**src/rtl/stream_fifo_arbiter_pkg.sv**
```systemverilog
// Shared constants for the stream FIFO arbiter: header layout, defaults and FSM encoding.
package stream_fifo_arbiter_pkg;

  localparam logic [3:0]  HeaderTagDefault = 4'hE;
  localparam int unsigned TagW = 4;
  localparam int unsigned ChW  = 4;
  localparam int unsigned LenW = 8;

  typedef enum logic [1:0] {
    StIdle    = 2'd0,
    StCollect = 2'd1,
    StHeader  = 2'd2,
    StDrain   = 2'd3
  } state_e;

endpackage

```
**src/rtl/stream_fifo_arbiter_if.sv**
```systemverilog
// Source-side FWFT read ports and downstream FWFT read port of the arbiter.
interface stream_fifo_arbiter_if #(
  parameter int unsigned N_CH       = 4,
  parameter int unsigned DATA_WIDTH = 16
);
  logic [N_CH-1:0]            ch_enable;
  logic [N_CH-1:0]            ch_fifo_empty;
  logic [N_CH*DATA_WIDTH-1:0] ch_fifo_data;
  logic [N_CH-1:0]            ch_fifo_read;
  logic                       out_fifo_read;
  logic                       out_fifo_empty;
  logic [DATA_WIDTH-1:0]      out_fifo_data;
  logic                       burst_done;
  logic                       busy;

  modport master (
    input  ch_enable, ch_fifo_empty, ch_fifo_data, out_fifo_read,
    output ch_fifo_read, out_fifo_empty, out_fifo_data, burst_done, busy
  );

  modport slave (
    output ch_enable, ch_fifo_empty, ch_fifo_data, out_fifo_read,
    input  ch_fifo_read, out_fifo_empty, out_fifo_data, burst_done, busy
  );
endinterface

```
**src/rtl/stream_fifo_arbiter_rr_arbiter.sv**
```systemverilog
// Round-robin picker: first requesting channel above ptr_i (wrapping), as one-hot and index.
module stream_fifo_arbiter_rr_arbiter #(
  parameter int unsigned  N_CH = 4,
  localparam int unsigned IdxW = (N_CH > 1) ? $clog2(N_CH) : 1
) (
  input  logic [N_CH-1:0] req_i,
  input  logic [IdxW-1:0] ptr_i,
  output logic [N_CH-1:0] gnt_o,
  output logic [IdxW-1:0] idx_o
);

  logic            found;
  logic [IdxW-1:0] cand;

  always_comb begin
    gnt_o = '0;
    idx_o = '0;
    found = 1'b0;
    cand  = '0;
    for (int unsigned k = 1; k <= N_CH; k++) begin
      cand = IdxW'((32'(ptr_i) + k) % N_CH);
      if (!found && req_i[cand]) begin
        found       = 1'b1;
        gnt_o[cand] = 1'b1;
        idx_o       = cand;
      end
    end
  end

endmodule

```
**src/rtl/stream_fifo_arbiter.sv**
```systemverilog
// Merges N FWFT sources into one FWFT stream of {header, data...} bursts, round-robin by channel.
module stream_fifo_arbiter
  import stream_fifo_arbiter_pkg::*;
#(
  parameter int unsigned N_CH       = 4,
  parameter int unsigned DATA_WIDTH = 16,
  parameter int unsigned BURST_MAX  = 8,
  parameter logic [3:0]  HEADER_TAG = HeaderTagDefault
) (
  input logic                   BUS_CLK,
  input logic                   BUS_RST_N,
  stream_fifo_arbiter_if.master bus_io
);

  localparam int unsigned IdxW    = (N_CH > 1) ? $clog2(N_CH) : 1;
  localparam int unsigned BufIdxW = (BURST_MAX > 1) ? $clog2(BURST_MAX) : 1;

  state_e                  state_q, state_d;
  logic [IdxW-1:0]         gnt_idx_q, gnt_idx_d, ptr_q, ptr_d;
  logic [LenW-1:0]         cnt_q, cnt_d, rd_q, rd_d;
  logic                    out_valid_q, out_valid_d, out_last_q, out_last_d;
  logic [DATA_WIDTH-1:0]   out_data_q, out_data_d;
  logic [DATA_WIDTH-1:0]   burst_buf_q [BURST_MAX];

  logic [N_CH-1:0]         req, arb_gnt, ch_read;
  logic [IdxW-1:0]         arb_idx;
  logic                    src_empty, pop, free, last_rd;
  logic [DATA_WIDTH-1:0]   src_data, header;

  stream_fifo_arbiter_rr_arbiter #(.N_CH(N_CH)) u_rr (
    .req_i (req),
    .ptr_i (ptr_q),
    .gnt_o (arb_gnt),
    .idx_o (arb_idx)
  );

  assign req       = bus_io.ch_enable & ~bus_io.ch_fifo_empty;
  assign src_empty = bus_io.ch_fifo_empty[gnt_idx_q];
  assign src_data  = bus_io.ch_fifo_data[gnt_idx_q*DATA_WIDTH +: DATA_WIDTH];
  assign pop       = (state_q == StCollect) && !src_empty && (cnt_q < LenW'(BURST_MAX));
  assign free      = !out_valid_q || bus_io.out_fifo_read;
  assign last_rd   = (rd_q == cnt_q - LenW'(1));

  always_comb begin
    header = '0;
    header[DATA_WIDTH-1 -: TagW]      = HEADER_TAG;
    header[DATA_WIDTH-1-TagW -: ChW]  = ChW'(gnt_idx_q);
    header[LenW-1:0]                  = cnt_q;
  end

  always_ff @(posedge BUS_CLK or negedge BUS_RST_N) begin
    if (!BUS_RST_N) state_q <= StIdle;
    else            state_q <= state_d;
  end

  always_comb begin
    state_d = state_q;
    unique case (state_q)
      StIdle:    if (|arb_gnt) state_d = StCollect;
      // Leave on the pop that fills the buffer so a full burst never costs an extra cycle.
      StCollect: if ((pop && cnt_q == LenW'(BURST_MAX - 1)) || (src_empty && cnt_q != '0))
                   state_d = StHeader;
      StHeader:  if (free) state_d = StDrain;
      StDrain:   if (free && last_rd) state_d = StIdle;
      default:   state_d = StIdle;
    endcase
  end

  always_comb begin
    gnt_idx_d   = gnt_idx_q;
    ptr_d       = ptr_q;
    cnt_d       = cnt_q;
    rd_d        = rd_q;
    out_data_d  = out_data_q;
    out_last_d  = out_last_q;
    out_valid_d = out_valid_q && !bus_io.out_fifo_read;
    ch_read     = '0;
    unique case (state_q)
      StIdle: begin
        if (|arb_gnt) begin
          gnt_idx_d = arb_idx;
          cnt_d     = '0;
        end
      end
      StCollect: begin
        if (pop) begin
          ch_read = N_CH'(1) << gnt_idx_q;
          cnt_d   = cnt_q + LenW'(1);
        end
      end
      StHeader: begin
        if (free) begin
          out_data_d  = header;
          out_valid_d = 1'b1;
          out_last_d  = 1'b0;
          rd_d        = '0;
        end
      end
      StDrain: begin
        if (free) begin
          out_data_d  = burst_buf_q[BufIdxW'(rd_q)];
          out_valid_d = 1'b1;
          out_last_d  = last_rd;
          rd_d        = rd_q + LenW'(1);
          if (last_rd) ptr_d = gnt_idx_q;
        end
      end
      default: ;
    endcase
  end

  always_ff @(posedge BUS_CLK or negedge BUS_RST_N) begin
    if (!BUS_RST_N) begin
      gnt_idx_q   <= '0;
      ptr_q       <= IdxW'(N_CH - 1);
      cnt_q       <= '0;
      rd_q        <= '0;
      out_valid_q <= 1'b0;
      out_last_q  <= 1'b0;
      out_data_q  <= '0;
    end else begin
      gnt_idx_q   <= gnt_idx_d;
      ptr_q       <= ptr_d;
      cnt_q       <= cnt_d;
      rd_q        <= rd_d;
      out_valid_q <= out_valid_d;
      out_last_q  <= out_last_d;
      out_data_q  <= out_data_d;
    end
  end

  // Burst storage carries no reset; contents are only read after being written in COLLECT.
  always_ff @(posedge BUS_CLK) begin
    if (pop) burst_buf_q[BufIdxW'(cnt_q)] <= src_data;
  end

  assign bus_io.ch_fifo_read   = ch_read;
  assign bus_io.out_fifo_empty = !out_valid_q;
  assign bus_io.out_fifo_data  = out_data_q;
  assign bus_io.burst_done     = out_valid_q && bus_io.out_fifo_read && out_last_q;
  assign bus_io.busy           = (state_q != StIdle) || out_valid_q;

endmodule

```
**src/flat_wrapper.sv**
```systemverilog
// flat-port wrapper written by rule: the top's interface ports become plain ports
module stream_fifo_arbiter_flat import stream_fifo_arbiter_pkg::*;
#(
  parameter int unsigned N_CH       = 4,
  parameter int unsigned DATA_WIDTH = 16,
  parameter int unsigned BURST_MAX  = 8,
  parameter logic [3:0]  HEADER_TAG = HeaderTagDefault
)
  (BUS_CLK, BUS_RST_N, bus_io_ch_enable, bus_io_ch_fifo_empty, bus_io_ch_fifo_data, bus_io_out_fifo_read, bus_io_ch_fifo_read, bus_io_out_fifo_empty, bus_io_out_fifo_data, bus_io_burst_done, bus_io_busy);
  stream_fifo_arbiter_if #(.N_CH(N_CH), .DATA_WIDTH(DATA_WIDTH)) bus_io_i ();
  input logic BUS_CLK;
  input logic BUS_RST_N;
  input wire logic [$bits(bus_io_i.ch_enable)-1:0] bus_io_ch_enable;
  input wire logic [$bits(bus_io_i.ch_fifo_empty)-1:0] bus_io_ch_fifo_empty;
  input wire logic [$bits(bus_io_i.ch_fifo_data)-1:0] bus_io_ch_fifo_data;
  input wire logic [$bits(bus_io_i.out_fifo_read)-1:0] bus_io_out_fifo_read;
  output wire logic [$bits(bus_io_i.ch_fifo_read)-1:0] bus_io_ch_fifo_read;
  output wire logic [$bits(bus_io_i.out_fifo_empty)-1:0] bus_io_out_fifo_empty;
  output wire logic [$bits(bus_io_i.out_fifo_data)-1:0] bus_io_out_fifo_data;
  output wire logic [$bits(bus_io_i.burst_done)-1:0] bus_io_burst_done;
  output wire logic [$bits(bus_io_i.busy)-1:0] bus_io_busy;
  assign bus_io_i.ch_enable = bus_io_ch_enable;
  assign bus_io_i.ch_fifo_empty = bus_io_ch_fifo_empty;
  assign bus_io_i.ch_fifo_data = bus_io_ch_fifo_data;
  assign bus_io_i.out_fifo_read = bus_io_out_fifo_read;
  assign bus_io_ch_fifo_read = bus_io_i.ch_fifo_read;
  assign bus_io_out_fifo_empty = bus_io_i.out_fifo_empty;
  assign bus_io_out_fifo_data = bus_io_i.out_fifo_data;
  assign bus_io_burst_done = bus_io_i.burst_done;
  assign bus_io_busy = bus_io_i.busy;
  stream_fifo_arbiter #(.N_CH(N_CH), .DATA_WIDTH(DATA_WIDTH), .BURST_MAX(BURST_MAX), .HEADER_TAG(HEADER_TAG)) u_core (.BUS_CLK(BUS_CLK), .BUS_RST_N(BUS_RST_N), .bus_io(bus_io_i));
endmodule
```
**config.mk**
```make
export PLATFORM = sky130hd
export DESIGN_NAME = stream_fifo_arbiter_flat
export DESIGN_NICKNAME = d
export VERILOG_FILES = /design/src/rtl/stream_fifo_arbiter_pkg.sv /design/src/rtl/stream_fifo_arbiter_if.sv /design/src/rtl/stream_fifo_arbiter_rr_arbiter.sv /design/src/rtl/stream_fifo_arbiter.sv /design/src/flat_wrapper.sv
export SDC_FILE = /design/constraint.sdc
export NUM_CORES = 1
export LEC_CHECK = 0
export ABC_AREA = 1
export BUFFER_PORTS_ARGS = -buffer_cell sky130_fd_sc_hd__buf_4
export CAP_MARGIN = 20
export CORE_ASPECT_RATIO = 0.75
export CORE_UTILIZATION = 51
export DETAILED_ROUTE_END_ITERATION = 10
export GPL_TIMING_DRIVEN = 1
export PLACE_DENSITY_LB_ADDON = 0.2
export SYNTH_ARGS = -nofsm -noshare
export SYNTH_HDL_FRONTEND = slang
export SYNTH_SLANG_ARGS = --single-unit
```
**constraint.sdc**
```tcl
create_clock -name BUS_CLK -period 2.7 [get_ports BUS_CLK]
set_input_delay 0.27 -clock BUS_CLK [delete_from_list [all_inputs] [get_ports BUS_CLK]]
set_output_delay 0.27 -clock BUS_CLK [all_outputs]
set_load 0.01 [all_outputs]
```
==> run summary <==
Reg power frac: 0.379
Achievable clock frequency: 404 MHz
GRT Total Usage: 0.268
Critical Path RT: 2.43 ns
Psw: 0.00366 W
Pins Over Slew Limit: 0
Worst min path class: primary input to flip-flop
Pre-antenna DRT Iters: 5
Post-route setup slack: 0.223 ns
H-tree depth: 4
Final ANT Viol Nets: 0
Max-Cap Viols: 0
Non-filler instance count after layout: 1062
Area post-placement: 8830 sq um
Post-DR wirelength/cell: 19.1 microns
CP endpoint kind: output pin
Largest net degree at the start of global routing: 68
Yosys top cell area share: 0.490
Clk slew on worst S/H paths: 0.06 ns
Final Cell Area: 9420 sq um
DR vias/cell: 5.91
Worst setup path category: flip-flop to output pin
Internal power: 0.00595 W
Switching fraction of total power: 0.381
I/O pin cnt: 98
Clock Power Share: 0.250
Layout cells sized above 1: 0.212
Detail Placement HPWL: 13.8 mm
Overall routed net length: 20.3 mm
Flops & latches, synth: 168
Main synth FF type: edfxtp_1
Crit path time final: 2.48 ns
Clk_lat worst skew: 0.42 ns
Clock sink total: 168
Initial antenna violation count: 1
CTS tree: done
Starting Density: 0.532
CTS buffer count: 17
CP Buf/Inv Count: 1
Status: completed
Synth Net Count: 839
Vias: 6276
Synth top cells by count: nand2_1 (130), edfxtp_1 (128), nor2_1 (88)
Root buffer cell: clkbuf_16
Slowest-stage cell, CP: nor2_2
Cell variety after synth: 45
Clock Skews: 0.0108 ns
Async SR Flop Fraction: 0.238
Core area: 14700 sq um
DR iter-0 viols: 642
Most frequent cell after synthesis: nand2_1
Fin crit share: 0.918
Yosys warnings: 0
Unrepaired setup endpoints after global routing: false
Syn_area_per_cell: 10.5 sq um
Post-synth EDFFs: 128
Die height: 109 microns
Leak Pwr: 3.74 nW
Die Span X: 145 microns
Placed insts: 1029
Tightest hold margin: 0.211 ns
DRC violations left: 0
Worst vdd ir: 0.674 mV
Worst slew margin: 0.531
Most area-hungry cell type in the Yosys netlist: edfxtp_1
Worst path max stage delay: 0.57 ns
Area Overhead vs Synth: 20.2%
Critical path peak fanout: 17
Sequential-to-total area share from yosys stat: 0.618
Worst path cell trace: nor2_2 -> nand2_1 -> o21ai_1 -> nor2_2 -> nand2_2 -> nor2_1 -> buf_4
Area of the die: 15900 sq um
N_diodes: 0
Worst-case clock buffer depth: 2
Final Hold Viols: 0
Gate Count Post-Synth: 749
Row cnt: 38
Power density cells: 1020 nW/um^2
Post-Place Worst Slack: 0.404 ns
Slew at the pin closest to its max-slew limit: 0.702 ns
Crit start category: flip-flop
Final Power: 0.00961 W
Cell repeated most along the worst path: nor2_2
Total congestion overflow: 0
Resized cells post-CTS: 0
Top post-synthesis cells by area: edfxtp_1 (49%), dfrtp_1 (12%), nand2_1 (6.2%)
Family with the most delay on the worst path: simple AND/OR/NAND/NOR gates
Post-CTS Repair Setup Buffers: 0
Gate power share: 0.370
Critical path arrival: 2.21 ns
Final GP Congestion: 0.891
Vias in the first global route: 6084
Final Net Count: 939
IO buf count: 97
Mapped cell area: 7840 sq um
Final Setup Violations: 0
First-pass GRT wire length: 32.2 mm
## final timing paths
check	start	to	slack, ns	depth (start not counted)
hold reg to reg	u_core.bus_io.out_fifo_data[11]$_DFFE_PN0P_	u_core.bus_io.out_fifo_data[11]$_DFFE_PN0P_	0.50	1
min in group asynchronous	BUS_RST_N	u_core.bus_io.out_fifo_data[14]$_DFFE_PN0P_	0.36	2
max in group asynchronous	BUS_RST_N	u_core.ptr_q[1]$_DFFE_PN1P_	1.94	2
setup reg to reg	u_core.gnt_idx_q[0]$_DFFE_PN0P_	u_core.burst_buf_q[4][3]$_DFFE_PP_	0.36	9
hold / removal	bus_io_out_fifo_read	u_core.out_valid_q$_DFF_PN0_	0.21	4
setup / recovery	u_core.gnt_idx_q[0]$_DFFE_PN0P_	bus_io_ch_fifo_read[1]	0.22	7
## worst register-to-register path, cell delays in order, from the launching register on
cell     delay, ns
dfrtp_1       0.44
nor2_2        0.57
nand2_1       0.10
o21ai_1       0.19
nor2_2        0.09
nand2_2       0.16
inv_1         0.08
nand2_1       0.15
nor3_2        0.06
buf_4         0.23
## power by group through the flow
stage	registers [W]	logic, W	clock network (W)
2_1_floorplan	0.00368	0.00221	0
3_3_place_gp	0.00368	0.00336	0
3_5_place_dp	0.00369	0.00349	0
4_1_cts	0.00364	0.00351	0.00242
5_1_grt	0.00368	0.00393	0.00252
6_report	0.00365	0.00356	0.00241
## metal layers
metal	track usage	vias to the layer above	wire length, microns
li1	-	2871	-
met1	0.378	2997	8810
met2	0.409	375	8890
met3	0.0627	33	2190
met4	0.0917	0	380
met5	0	-	0
## registers in the layout, summed over array words and instances, names as in the netlist
signal                       count
u_core.burst_buf_q             128
u_core.bus_io.out_fifo_data     16
u_core.out_valid_q               1
u_core.out_last_q                1
u_core.cnt_q                     8
u_core.state_q                   2
u_core.gnt_idx_q                 2
u_core.ptr_q                     2
u_core.rd_q                      8
## cells in the final DEF, fill, tap and decap left out, drive strengths merged, types with 2 or more instances in the layout
cell type / instances
a22oi: 15
nor2: 94
clkbuf: 21
edfxtp: 128
xnor2: 2
or2: 2
a32o: 3
dfrtp: 38
o22ai: 5
a21oi: 19
o221ai: 26
nand4: 3
a221oi: 3
nand3: 72
ha: 15
o21ai: 64
a221o: 3
xor2: 2
o211ai: 11
clkinvlp: 4
nand2: 137
bufinv: 2
clkinv: 6
nor3: 11
dfstp: 2
buf: 116
inv: 51
## repair_timing
item / in CTS / in global routing
setup endpoints to repair: 0 / 0
hold buffers: 1 / 0
hold endpoints to repair: 38 / 0
## through the flow
step / util / TNS (ns)
floorplan: - / -9.70
global placement: 0.599 / 0
detailed placement: 0.599 / 0
CTS: 0.639 / 0
global route: 0.639 / 0
finish: 0.639 / 0
## final cells by class
class | count | area [sq um]
sequential | 168 | 4850
inverter | 52 | 195
clock buffer | 21 | 460
clock inverter | 11 | 125
fill | 1146 | 5320
timing repair buffer | 117 | 881
tap | 200 | 250
multi-input combinational | 493 | 2660
## kinds of logic (layout without fill, tap and decap cells)
group | Yosys count | after routing | synth area share
simple gates | 322 | 322 | 0.181
flops | 168 | 168 | 0.618
compound gates | 152 | 152 | 0.127
buf+inv | 88 | 201 | 0.0455
fa+ha+maj | 15 | 15 | 0.0239
xor+xnor | 4 | 4 | 0.00447
Power figures use the tool's default switching activity.
